$ cat config.mk
export PLATFORM = sky130hd
export DESIGN_NAME = clock_set_ctrl
export DESIGN_NICKNAME = d
export VERILOG_FILES = /design/src/rtl/clock_pkg.sv /design/src/rtl/bin2bcd_60.sv /design/src/rtl/clock_set_ctrl.sv
export SDC_FILE = /design/constraint.sdc
export NUM_CORES = 1
export LEC_CHECK = 0
export CORE_MARGIN = 3
export CORE_UTILIZATION = 35
export DETAILED_ROUTE_END_ITERATION = 6
export PLACE_DENSITY = 0.67
export SYNTH_ARGS = -nofsm -noshare
export SYNTH_HDL_FRONTEND = slang
export SYNTH_SLANG_ARGS = --single-unit
$ cat constraint.sdc
create_clock -name clk -period 2.8 [get_ports clk]
set_input_delay 0.56 -clock clk [delete_from_list [all_inputs] [get_ports clk]]
set_output_delay 0.56 -clock clk [all_outputs]
set_load 0.1 [all_outputs]
$ cat src/rtl/clock_pkg.sv
// rtl/clock_pkg.sv - shared types and constants for the clock set-mode controller
package clock_pkg;

    // State codes double as the edit_field codes shown to the display logic.
    typedef enum logic [1:0] {
        ST_IDLE   = 2'b00,
        ST_EDIT_H = 2'b01,
        ST_EDIT_M = 2'b10,
        ST_COMMIT = 2'b11
    } state_t;

    localparam logic [1:0] FIELD_NONE    = 2'b00;
    localparam logic [1:0] FIELD_HOURS   = 2'b01;
    localparam logic [1:0] FIELD_MINUTES = 2'b10;
    localparam logic [1:0] FIELD_COMMIT  = 2'b11;

    localparam logic [4:0] HR_MAX  = 5'd23;
    localparam logic [5:0] MIN_MAX = 6'd59;

    function automatic logic [1:0] field_of(input state_t st);
        case (st)
            ST_EDIT_H: field_of = FIELD_HOURS;
            ST_EDIT_M: field_of = FIELD_MINUTES;
            ST_COMMIT: field_of = FIELD_COMMIT;
            default:   field_of = FIELD_NONE;
        endcase
    endfunction

endpackage

$ cat src/rtl/bin2bcd_60.sv
// rtl/bin2bcd_60.sv - combinational binary (0..59) to two-digit BCD converter
//
// Ports:
//   bin_in  in  6       binary value, 0..59
//   tens    out TENS_W  tens digit (narrow it to 2 bits for hours)
//   units   out 4       units digit
module bin2bcd_60 #(
    parameter int TENS_W = 4
) (
    input  logic [5:0]        bin_in,
    output logic [TENS_W-1:0] tens,
    output logic [3:0]        units
);

    always_comb begin
        tens  = '0;
        units = 4'(bin_in);
        if (bin_in >= 6'd50) begin
            tens  = TENS_W'(5);
            units = 4'(bin_in - 6'd50);
        end else if (bin_in >= 6'd40) begin
            tens  = TENS_W'(4);
            units = 4'(bin_in - 6'd40);
        end else if (bin_in >= 6'd30) begin
            tens  = TENS_W'(3);
            units = 4'(bin_in - 6'd30);
        end else if (bin_in >= 6'd20) begin
            tens  = TENS_W'(2);
            units = 4'(bin_in - 6'd20);
        end else if (bin_in >= 6'd10) begin
            tens  = TENS_W'(1);
            units = 4'(bin_in - 6'd10);
        end
    end

endmodule

$ cat src/rtl/clock_set_ctrl.sv
// rtl/clock_set_ctrl.sv - button-driven set-mode controller for the alarm-clock core
//
// Ports:
//   clk, reset_n                 clock, async active-low reset
//   btn_time/alarm/up/next/cancel one-cycle debounced button pulses
//   cur_h1/h0/m1/m0              current time digits (BCD) from the core
//   H_in1/H_in0/M_in1/M_in0      edited digits (BCD) to the core, registered
//   LD_time/LD_alarm             load strobes, held LOAD_HOLD cycles in COMMIT
//   edit_field                   00 none, 01 hours, 10 minutes, 11 committing
//   edit_alarm                   current edit targets the alarm
//   blink                        blink for the selected field
module clock_set_ctrl
    import clock_pkg::*;
#(
    parameter int LOAD_HOLD   = 24,
    parameter int TIMEOUT_CYC = 4096,
    parameter int BLINK_HALF  = 8
) (
    input  logic       clk,
    input  logic       reset_n,
    input  logic       btn_time,
    input  logic       btn_alarm,
    input  logic       btn_up,
    input  logic       btn_next,
    input  logic       btn_cancel,
    input  logic [1:0] cur_h1,
    input  logic [3:0] cur_h0,
    input  logic [3:0] cur_m1,
    input  logic [3:0] cur_m0,
    output logic [1:0] H_in1,
    output logic [3:0] H_in0,
    output logic [3:0] M_in1,
    output logic [3:0] M_in0,
    output logic       LD_time,
    output logic       LD_alarm,
    output logic [1:0] edit_field,
    output logic       edit_alarm,
    output logic       blink
);

    localparam int HOLD_W  = $clog2(LOAD_HOLD + 1);
    localparam int TMO_W   = $clog2(TIMEOUT_CYC + 1);
    localparam int BLINK_W = $clog2(BLINK_HALF + 1);

    state_t             state_q, state_d;
    logic [4:0]         edit_hr_q, edit_hr_d;
    logic [5:0]         edit_min_q, edit_min_d;
    logic               edit_alarm_q, edit_alarm_d;
    logic [HOLD_W-1:0]  hold_cnt_q, hold_cnt_d;
    logic [TMO_W-1:0]   tmo_cnt_q, tmo_cnt_d;
    logic [BLINK_W-1:0] blink_cnt_q, blink_cnt_d;
    logic               blink_q, blink_d;
    logic               ld_time_q, ld_time_d;
    logic               ld_alarm_q, ld_alarm_d;
    logic [1:0]         h_in1_q, h_in1_d;
    logic [3:0]         h_in0_q, h_in0_d;
    logic [3:0]         m_in1_q, m_in1_d;
    logic [3:0]         m_in0_q, m_in0_d;

    logic any_btn, timeout, up_act, entered, edit_next;

    // Digits are converted from the next-cycle values so they land together
    // with the state change, one cycle after the button.
    bin2bcd_60 #(.TENS_W(2)) u_hr_bcd (
        .bin_in ({1'b0, edit_hr_d}),
        .tens   (h_in1_d),
        .units  (h_in0_d)
    );

    bin2bcd_60 #(.TENS_W(4)) u_min_bcd (
        .bin_in (edit_min_d),
        .tens   (m_in1_d),
        .units  (m_in0_d)
    );

    always_comb begin
        state_d      = state_q;
        edit_hr_d    = edit_hr_q;
        edit_min_d   = edit_min_q;
        edit_alarm_d = edit_alarm_q;
        hold_cnt_d   = '0;
        tmo_cnt_d    = '0;
        blink_cnt_d  = '0;
        blink_d      = 1'b0;
        up_act       = 1'b0;

        any_btn = btn_time | btn_alarm | btn_up | btn_next | btn_cancel;
        timeout = (tmo_cnt_q == TMO_W'(TIMEOUT_CYC - 1));

        case (state_q)
            ST_IDLE: begin
                if (btn_time || btn_alarm) begin
                    state_d      = ST_EDIT_H;
                    edit_alarm_d = ~btn_time;
                    edit_hr_d    = 5'(cur_h1) * 5'd10 + 5'(cur_h0);
                    edit_min_d   = 6'(cur_m1) * 6'd10 + 6'(cur_m0);
                end
            end
            ST_EDIT_H: begin
                if (btn_cancel || timeout) begin
                    state_d = ST_IDLE;
                end else if (btn_next) begin
                    state_d = ST_EDIT_M;
                end else if (btn_up) begin
                    up_act    = 1'b1;
                    edit_hr_d = (edit_hr_q == HR_MAX) ? 5'd0 : edit_hr_q + 5'd1;
                end
            end
            ST_EDIT_M: begin
                if (btn_cancel || timeout) begin
                    state_d = ST_IDLE;
                end else if (btn_next) begin
                    state_d = ST_COMMIT;
                end else if (btn_up) begin
                    up_act     = 1'b1;
                    edit_min_d = (edit_min_q == MIN_MAX) ? 6'd0 : edit_min_q + 6'd1;
                end
            end
            ST_COMMIT: begin
                if (hold_cnt_q == HOLD_W'(LOAD_HOLD - 1)) begin
                    state_d = ST_IDLE;
                end else begin
                    hold_cnt_d = hold_cnt_q + 1'b1;
                end
            end
            default: state_d = ST_IDLE;
        endcase

        if (state_d == ST_IDLE) begin
            edit_alarm_d = 1'b0;
        end

        entered   = (state_d != state_q);
        edit_next = (state_d == ST_EDIT_H) || (state_d == ST_EDIT_M);

        if (edit_next && !entered && !any_btn) begin
            tmo_cnt_d = tmo_cnt_q + 1'b1;
        end

        // Blink restarts high on entry and on an accepted increment.
        if (edit_next) begin
            if (entered || up_act) begin
                blink_d = 1'b1;
            end else if (blink_cnt_q == BLINK_W'(BLINK_HALF - 1)) begin
                blink_d = ~blink_q;
            end else begin
                blink_d     = blink_q;
                blink_cnt_d = blink_cnt_q + 1'b1;
            end
        end

        ld_time_d  = (state_d == ST_COMMIT) && !edit_alarm_d;
        ld_alarm_d = (state_d == ST_COMMIT) &&  edit_alarm_d;
    end

    always_ff @(posedge clk or negedge reset_n) begin
        if (!reset_n) begin
            state_q      <= ST_IDLE;
            edit_hr_q    <= '0;
            edit_min_q   <= '0;
            edit_alarm_q <= 1'b0;
            hold_cnt_q   <= '0;
            tmo_cnt_q    <= '0;
            blink_cnt_q  <= '0;
            blink_q      <= 1'b0;
            ld_time_q    <= 1'b0;
            ld_alarm_q   <= 1'b0;
            h_in1_q      <= '0;
            h_in0_q      <= '0;
            m_in1_q      <= '0;
            m_in0_q      <= '0;
        end else begin
            state_q      <= state_d;
            edit_hr_q    <= edit_hr_d;
            edit_min_q   <= edit_min_d;
            edit_alarm_q <= edit_alarm_d;
            hold_cnt_q   <= hold_cnt_d;
            tmo_cnt_q    <= tmo_cnt_d;
            blink_cnt_q  <= blink_cnt_d;
            blink_q      <= blink_d;
            ld_time_q    <= ld_time_d;
            ld_alarm_q   <= ld_alarm_d;
            h_in1_q      <= h_in1_d;
            h_in0_q      <= h_in0_d;
            m_in1_q      <= m_in1_d;
            m_in0_q      <= m_in0_d;
        end
    end

    assign H_in1      = h_in1_q;
    assign H_in0      = h_in0_q;
    assign M_in1      = m_in1_q;
    assign M_in0      = m_in0_q;
    assign LD_time    = ld_time_q;
    assign LD_alarm   = ld_alarm_q;
    assign edit_field = field_of(state_q);
    assign edit_alarm = edit_alarm_q;
    assign blink      = blink_q;

endmodule

# Word-level counts from Yosys, hierarchy flattened
# Index checks and enable logic that the tools add are counted.
[op_classes] n_addsub=17 multipliers=2 order_cmp=10 n_eq_ne=13 muxes=56 bitwise=6 reduce_logical=14
[ops] op="4-bit two-way mux" n=17
[ops] op="5-bit two-way mux" n=7
[ops] op="6-bit two-way mux" n=5
[ops] op="4-bit subtractor (second input constant)" n=6
[ops] op="2-bit two-way mux" n=10
[ops] op="13-bit by 1-bit adder with 13-bit output (second input constant)" n=1
[ops] op="13-bit by 12-bit equality test with 1-bit output (second input constant)" n=1
[ops] op="13-bit two-way mux" n=1
[ops] op="5-bit by 6-bit >= comparator with 1-bit output (second input constant)" n=2
[ops] op="6-bit by 5-bit >= comparator with 1-bit output (second input constant)" n=2
[ops] op="6-bit >= comparator (second input constant)" n=2
[ops] op="1-bit two-way mux" n=12
[ops] op="6-bit case mux with 2 select lines" n=1
[ops] op="5-bit by 1-bit adder with 5-bit output (second input constant)" n=2
[ops] op="5-bit equality test (second input constant)" n=2
[ops] op="5-bit >= comparator (second input constant)" n=2
[ops] op="5-bit case mux with 2 select lines" n=1
[ops] op="2-bit equality test (second input constant)" n=4
[ops] op="2-bit case mux with 4 select lines" n=1
[ops] op="4-bit by 2-bit subtractor with 4-bit output (second input constant)" n=2
[ops] op="4-bit by 3-bit subtractor with 4-bit output (second input constant)" n=2
[ops] op="6-bit by 1-bit adder with 6-bit output (second input constant)" n=1
[ops] op="6-bit by 4-bit adder with 6-bit output" n=1
[ops] op="6-bit equality test (second input constant)" n=1
[ops] op="other kinds (18)" n=32
[word_totals] register_bits=53 in_bits=21 out_inout_bits=20 word_cells=132

# Logic depth before layout (Yosys ltp)
[depth] word_depth=12 mapped_depth=15 mapped_depth_nobuf=14

# Cells and area by module
# From an unflattened synthesis, not the netlist that was laid out.
[hier_totals] cells_unflattened=399 area_unflattened_um2=3857.4
[modules_own_cells] mod="clock_set_ctrl" instances=1 cells_per_inst=282 area_per_inst_um2=2970.3 seq_area_each_um2=1326.3
[modules_own_cells] mod="bin2bcd_60 at u_min_bcd" instances=1 cells_per_inst=60 area_per_inst_um2=452.9 seq_area_each_um2=0.0
[modules_own_cells] mod="bin2bcd_60 at u_hr_bcd" instances=1 cells_per_inst=57 area_per_inst_um2=434.2 seq_area_each_um2=0.0

# Worst setup path before layout
# OpenSTA, ideal clock, no wires.
[synth_timing] path_type="input to register" start="in cur_m1[0]" end="reg m_in0_q[3], in the netlist M_in0[3]" setup_ns=0.087 t_arrival_ns=3.152 path_slack_ns=-0.439 path_stages=13 path_buffers=0 cell_sequence="ha_1 inv_1 fa_1 xnor2_1 mux2_2 a22oi_1 o2111a_1 inv_1 ha_1 a32oi_1 nor4_1 or4_1 a22oi_1"
[synth_between] elab_chain_cells=10 elab_cells_between_ends=19 classes_between="add/sub: 6; mul: 1; order compare: 5; mux: 7"
[synth_rtl] item="start: declaration" line_no="clock_set_ctrl.sv:28" text="input logic [3:0] cur_m1,"
[synth_rtl] item="4-bit by 3-bit multiplier with 5-bit output *" line_no="clock_set_ctrl.sv:96" text="edit_min_d = 6'(cur_m1) * 6'd10 + 6'(cur_m0);"
[synth_rtl] item="6-bit by 4-bit adder with 6-bit output *" line_no="clock_set_ctrl.sv:96"
[synth_rtl] item="6-bit two-way mux *" line_no="clock_set_ctrl.sv:92" text="if (btn_time || btn_alarm) begin"
[synth_rtl] item="6-bit case mux with 2 select lines *" line_no="clock_set_ctrl.sv:90" text="case (state_q)"
[synth_rtl] item="net edit_min_d[3]" line_no="clock_set_ctrl.sv:47" text="logic [5:0] edit_min_q, edit_min_d;"
[synth_rtl] item="6-bit by 4-bit >= comparator with 1-bit output or 4-bit subtractor (tied branches)" line_no="bin2bcd_60.sv:30, bin2bcd_60.sv:32"
[synth_rtl] item="4-bit two-way mux" line_no="bin2bcd_60.sv:30" text="end else if (bin_in >= 6'd10) begin"
[synth_rtl] item="4-bit two-way mux" line_no="bin2bcd_60.sv:27" text="end else if (bin_in >= 6'd20) begin"
[synth_rtl] item="4-bit two-way mux" line_no="bin2bcd_60.sv:24" text="end else if (bin_in >= 6'd30) begin"
[synth_rtl] item="4-bit two-way mux" line_no="bin2bcd_60.sv:21" text="end else if (bin_in >= 6'd40) begin"
[synth_rtl] item="4-bit two-way mux *" line_no="bin2bcd_60.sv:18" text="if (bin_in >= 6'd50) begin"
[synth_rtl] item="net m_in0_d[3]" line_no="clock_set_ctrl.sv:58" text="logic [3:0] m_in0_q, m_in0_d;"
[synth_rtl] item="end signal: assignment" line_no="clock_set_ctrl.sv:186" text="m_in0_q <= m_in0_d;"
[synth_rtl] item="end: declaration" line_no="clock_set_ctrl.sv:58"
# The timed path passes the listed nets; every way through them passes the cells marked *.
# A chain may end at the register's enable or synchronous reset.

# Worst setup path after layout
[layout_timing] start="in cur_m1[0]" end="reg m_in0_q[3], in the netlist M_in0[3]"
[layout_between] elab_chain_cells=10 elab_cells_between_ends=19 classes_between="add/sub: 6; mul: 1; order compare: 5; mux: 7"
[layout_rtl] item="4-bit by 3-bit multiplier with 5-bit output *" line_no="clock_set_ctrl.sv:96"
[layout_rtl] item="6-bit by 4-bit adder with 6-bit output *" line_no="clock_set_ctrl.sv:96"
[layout_rtl] item="6-bit two-way mux *" line_no="clock_set_ctrl.sv:92"
[layout_rtl] item="6-bit case mux with 2 select lines *" line_no="clock_set_ctrl.sv:90"
[layout_rtl] item="6-bit by 4-bit >= comparator with 1-bit output or 4-bit subtractor (tied branches)" line_no="bin2bcd_60.sv:30, bin2bcd_60.sv:32"
[layout_rtl] item="4-bit two-way mux" line_no="bin2bcd_60.sv:30"
[layout_rtl] item="4-bit two-way mux" line_no="bin2bcd_60.sv:27"
[layout_rtl] item="4-bit two-way mux" line_no="bin2bcd_60.sv:24"
[layout_rtl] item="4-bit two-way mux" line_no="bin2bcd_60.sv:21"
[layout_rtl] item="4-bit two-way mux *" line_no="bin2bcd_60.sv:18"
[layout_rtl] item="net m_in0_d[3]" line_no="clock_set_ctrl.sv:58"
# Marks and branches as above.

==> results.md <==
Setup path:
- The capture instance of the worst register-to-register path is M_in0[3].
- The depth of the worst register-to-register path is 12.
- The required arrival time at the worst endpoint is 3030 ps.
- The destination of the critical timing path is M_in0[3].
- The startpoint class of the critical path is an input pin.
- The startpoint of the lowest-slack register-to-register path is tmo_cnt_q[1].
- The top fanout value on the critical path is 3.
- In this run the worst setup path begins at cur_m1[0].
- The type of the worst setup path is input pin to register.
- Setup slack on the worst reg-to-reg path comes out at -30 ps.
- The category of the worst setup path capture point is a register.
- Data on the critical path arrives at its endpoint at 3230 ps.

Clocking:
- Clock-pin slew was measured on the worst setup and hold paths at 100 ps.
- The quantity of hold-fixing buffers added after cts is 0.
- The TritonCTS clock tree is done.
- In this run the clock root is driven by a sky130_fd_sc_hd__clkbuf_8.
- Clock tree synthesis inserted a total of 5 buffers.
- CTS saw 50 sinks.
- The total number of H-tree levels is 2.
- The longest clock path from root to sink contains 2 buffers.
- The source-to-sink clock delay at the later pin of the worst-skew pair is 310 ps.

Power:
- The static power due to leakage is 2.52 nW.
- The internal power of the cells totals 0.00363 W.
- The share of total power consumed by net switching is 49.5%.
- The worst voltage drop across the vdd grid is 0.875 mV.
- Dividing total power by cell area gives a power density of 1320 mW/mm2.
- The clock network burns 5.9% of the power.
- The power dissipated by switching net loads is 0.00356 W.
- The share of total power dissipated in combinational logic is 78.2%.
- Of the total power, registers draw 15.9%.

Place:
- The congestion estimate from routability-driven global placement came to 0.900.
- The estimated wirelength of the detail-placed design is 7130 um.
- The count of buffers from port buffering is 39.
- The cell count after placement is 640.
- OpenSTA, run right after detailed placement, puts the worst setup slack at -946 ps.

Finish:
- The final standard cell count with taps included and fillers excluded is 668.
- The number of inserted filler cells in the final layout is 876.
- The final layout contains 589 nets.
- The proportion of layout cells with a drive suffix above 1 is 42.4%.
- The leading cell type in the layout, fill and taps excluded is sky130_fd_sc_hd__buf_4.
- The final design utilization is 55.2%.
- The area overhead of the layout relative to synthesis is 50.7%.
- The antenna diode count is 0.
- In the layout the commonest cells are sky130_fd_sc_hd__buf_4, sky130_fd_sc_hd__dfrtp_1, sky130_fd_sc_hd__nand2_1, sky130_fd_sc_hd__nor2_1, sky130_fd_sc_hd__ha_1.

Floorplan:
- In this run the horizontal extent of the chip is 108 um.
- 41 I/O pins were placed.
- For this configuration, the core starts out at a cell density of 36.6%.
- The number of placement rows is 36.
- The core outline area is 0.00991 mm2.
- The die area is 0.0116 mm2.
- Measured along the y axis, the die boundary spans 108 um.

Logic synthesis:
- The count of mapped cells out of synthesis is 383.
- The top flip-flop cell by instance count after synthesis is sky130_fd_sc_hd__dfrtp_1.
- After synthesis, the cell types taking the most area are sky130_fd_sc_hd__dfrtp_1, sky130_fd_sc_hd__ha_1, sky130_fd_sc_hd__nor2_1, sky130_fd_sc_hd__nand2_1, sky130_fd_sc_hd__xnor2_1.
- The biggest area consumer among synthesized cells is sky130_fd_sc_hd__dfrtp_1.
- Summing every instance area after synthesis gives 0.00363 mm2.
- The area fraction of the dominant cell type after synthesis is 34.5%.
- The number of nets in the synthesized netlist is 438.
- The share of flip-flops with an asynchronous set or reset is 100%.
- A synthesized cell averages 9.47 um2.
- The flop and latch count out of synthesis is 50.
- The number of different library cells used by synthesis comes to 77.
- Sequential elements use 34.5% of the synthesized area.
- The Yosys step of the flow raised 0 warnings.
- The number of flops mapped to enable cells by yosys is 0.

STA:
- The tightest slew margin relative to the limit is 56.8%.
- Setup repair after global routing could not meet its margin everywhere.
- In the finished design, the share of the clock period the worst path needs comes to 107%.
- The hold violation total from the final report was 0.
- The clock period minus worst slack is 3000 ps.
- The final-layout setup total negative slack is -479 ps.
- The setup clock skew after layout is 8.42 ps.
- The count of final max-slew check failures is 0.
- For the pin with the worst max-slew slack, the measured transition is 647 ps.
- The smallest setup slack after layout is -201 ps.
- Setup violations remaining at the end of the flow were counted as 6.
- The smallest hold slack is 357 ps.
- Based on the critical path, the design can be clocked at up to 333 MHz.

Drt:
- For this run, design rule violations remaining after detail routing come to 0.
- In the routed layout, each cell is associated on average with a via count of 5.16.
- In this run, the number of DRC markers left after iteration 0 of detailed routing was 239.
- The detailed router placed 3445 vias in this run.
- Summed over all layers, the routed wires come to 9810 um.
- The mean routed wirelength per cell is 14.7 um.
- The post-route antenna net violation count is 0.
- The first detailed-routing pass ran for 4 iterations.

Global route:
- The first-pass GRT wire length is 16700 um.
- The via count of the first global-routing pass is 3632.
- The number of antenna violations at the first check in global routing is 0.
- The aggregate global routing overflow is 0.
- The global routing usage summed across all routing layers is 17.5%.
- Entering global routing, the biggest net connects 51 pins.

Status:
- The checks that failed: negative setup slack.
- The flow ran to the end, but the final reports show violations.

Min path:
- The path category of the worst min-delay check is input pin to asynchronous set/reset pin.

Flow run:
- Across the run, the number of max-cap violations was 0.
==> cells by family (layout without fill, tap and decap cells) <==
family,count (synthesis),after routing,synth area share [%]
compound gates,89,89,19.4
xor+xnor,24,24,5.79
fa+ha+maj,34,34,12.1
buf+inv,36,188,4.24
flops,50,50,34.5
mux,11,11,3.10
other cells,1,1,0.103
simple gates,138,138,20.7
==> layer usage <==
metal  wire length, um  GRT usage (%)  share of wire, %  vias to the layer above
li1                  -              -                 -                     1682
met1              4120           21.5                42                     1680
met2              5190           31.9                53                       68
met3               375           2.88               3.8                       15
met4               125           4.33               1.3                        0
met5                 0              0                 0                        -
==> area by class of cell <==
class | instances | area (um2) | area share (%)
well taps | 133 | 166 | 3.04
multi-input cells | 297 | 2570 | 46.9
inverters | 25 | 106 | 1.95
clock inverters | 2 | 13.8 | 0.252
repair buffers | 155 | 1290 | 23.6
clock buffers | 6 | 72.6 | 1.33
flip-flops and latches | 50 | 1250 | 22.9
==> per-stage QoR <==
| stage | cell area [um2] | power [W] |
|---|---|---|
| 2_1_floorplan | 3750 | 0.00430 |
| 3_3_place_gp | 4970 | 0.00609 |
| 3_5_place_dp | 4970 | 0.00620 |
| 4_1_cts | 5330 | 0.00688 |
| 5_1_grt | 5470 | 0.00772 |
| 6_report | 5470 | 0.00719 |
==> flip-flops by register name (all words and copies together) (netlist names) <==
| name | count |
|---|---|
| LD_time | 1 |
| LD_alarm | 1 |
| edit_hr_q | 4 |
| M_in0 | 4 |
| blink | 1 |
| blink_cnt_q | 4 |
| M_in1 | 3 |
| state_q | 2 |
| edit_alarm | 1 |
| H_in0 | 4 |
| edit_min_q | 5 |
| hold_cnt_q | 5 |
| H_in1 | 2 |
| tmo_cnt_q | 13 |
==> synthesized netlist by cell type, types with 2 or more instances <==
master                     count
sky130_fd_sc_hd__dfrtp_1      50
sky130_fd_sc_hd__nor2_1       37
sky130_fd_sc_hd__ha_1         32
sky130_fd_sc_hd__nand2_1      32
sky130_fd_sc_hd__inv_1        22
sky130_fd_sc_hd__o21ai_0      15
sky130_fd_sc_hd__a21oi_1      13
sky130_fd_sc_hd__xnor2_1      13
sky130_fd_sc_hd__nand3_1      12
sky130_fd_sc_hd__xor2_1       11
sky130_fd_sc_hd__mux2i_1       9
sky130_fd_sc_hd__a21o_1        7
sky130_fd_sc_hd__and2_1        7
sky130_fd_sc_hd__and3_1        6
sky130_fd_sc_hd__clkbuf_1      6
sky130_fd_sc_hd__nand4_1       6
sky130_fd_sc_hd__o211ai_1      6
sky130_fd_sc_hd__a22oi_1       5
sky130_fd_sc_hd__nor2b_1       4
sky130_fd_sc_hd__nor3_1        4
sky130_fd_sc_hd__nor4_1        4
sky130_fd_sc_hd__a21boi_0      3
sky130_fd_sc_hd__a32oi_1       3
sky130_fd_sc_hd__a41oi_1       3
sky130_fd_sc_hd__and4_1        3
sky130_fd_sc_hd__buf_4         3
sky130_fd_sc_hd__a211o_1       2
sky130_fd_sc_hd__a211oi_1      2
sky130_fd_sc_hd__a211oi_4      2
sky130_fd_sc_hd__a221oi_1      2
sky130_fd_sc_hd__a31oi_1       2
sky130_fd_sc_hd__and3b_1       2
sky130_fd_sc_hd__buf_2         2
sky130_fd_sc_hd__fa_1          2
sky130_fd_sc_hd__mux2_2        2
sky130_fd_sc_hd__nand2b_1      2
sky130_fd_sc_hd__nand3b_1      2
sky130_fd_sc_hd__nand4b_1      2
sky130_fd_sc_hd__o221ai_1      2
sky130_fd_sc_hd__o31ai_1       2
sky130_fd_sc_hd__or2_2         2
sky130_fd_sc_hd__or4_1         2
==> power groups by stage <==
stage               registers [W]  clock network, W  logic, W
floorplan                 0.00178                 0   0.00252
global placement          0.00114                 0   0.00495
detailed placement        0.00114                 0   0.00506
CTS                       0.00114          0.000444   0.00530
global route              0.00117          0.000472   0.00607
finish                    0.00114          0.000428   0.00562
==> what timing repair did <==
action | 4_1_cts | 5_1_grt
endpoints found under the hold margin | 0 | 0
cloned | 1 | 0
pin swaps | 42 | 22
endpoints found under the setup margin | 25 | 26
setup buffers | 15 | 7
gates resized for setup | 63 | 27
==> worst min path at each step <==
stage,startpoint,end,slack (ps),depth (start not counted)
floorplan,reset_n,H_in0[0],260,0
global placement,hold_cnt_q[0],hold_cnt_q[0],440,1
detailed placement,hold_cnt_q[0],hold_cnt_q[0],450,1
CTS,reset_n,tmo_cnt_q[2],380,2
global route,reset_n,hold_cnt_q[3],400,2
finish,reset_n,hold_cnt_q[4],360,2
==> critical path, stage by stage <==
cell	delay, ps
sky130_fd_sc_hd__buf_8	100
sky130_fd_sc_hd__buf_6	110
sky130_fd_sc_hd__ha_4	230
sky130_fd_sc_hd__ha_4	220
sky130_fd_sc_hd__xnor2_2	130
sky130_fd_sc_hd__mux2_4	270
sky130_fd_sc_hd__a22oi_2	120
sky130_fd_sc_hd__o2111a_2	300
sky130_fd_sc_hd__ha_4	150
sky130_fd_sc_hd__inv_2	30
sky130_fd_sc_hd__a21o_1	160
sky130_fd_sc_hd__and3b_1	180
sky130_fd_sc_hd__or4_4	510
sky130_fd_sc_hd__a22oi_2	160
(Power assumes the default switching activity.)
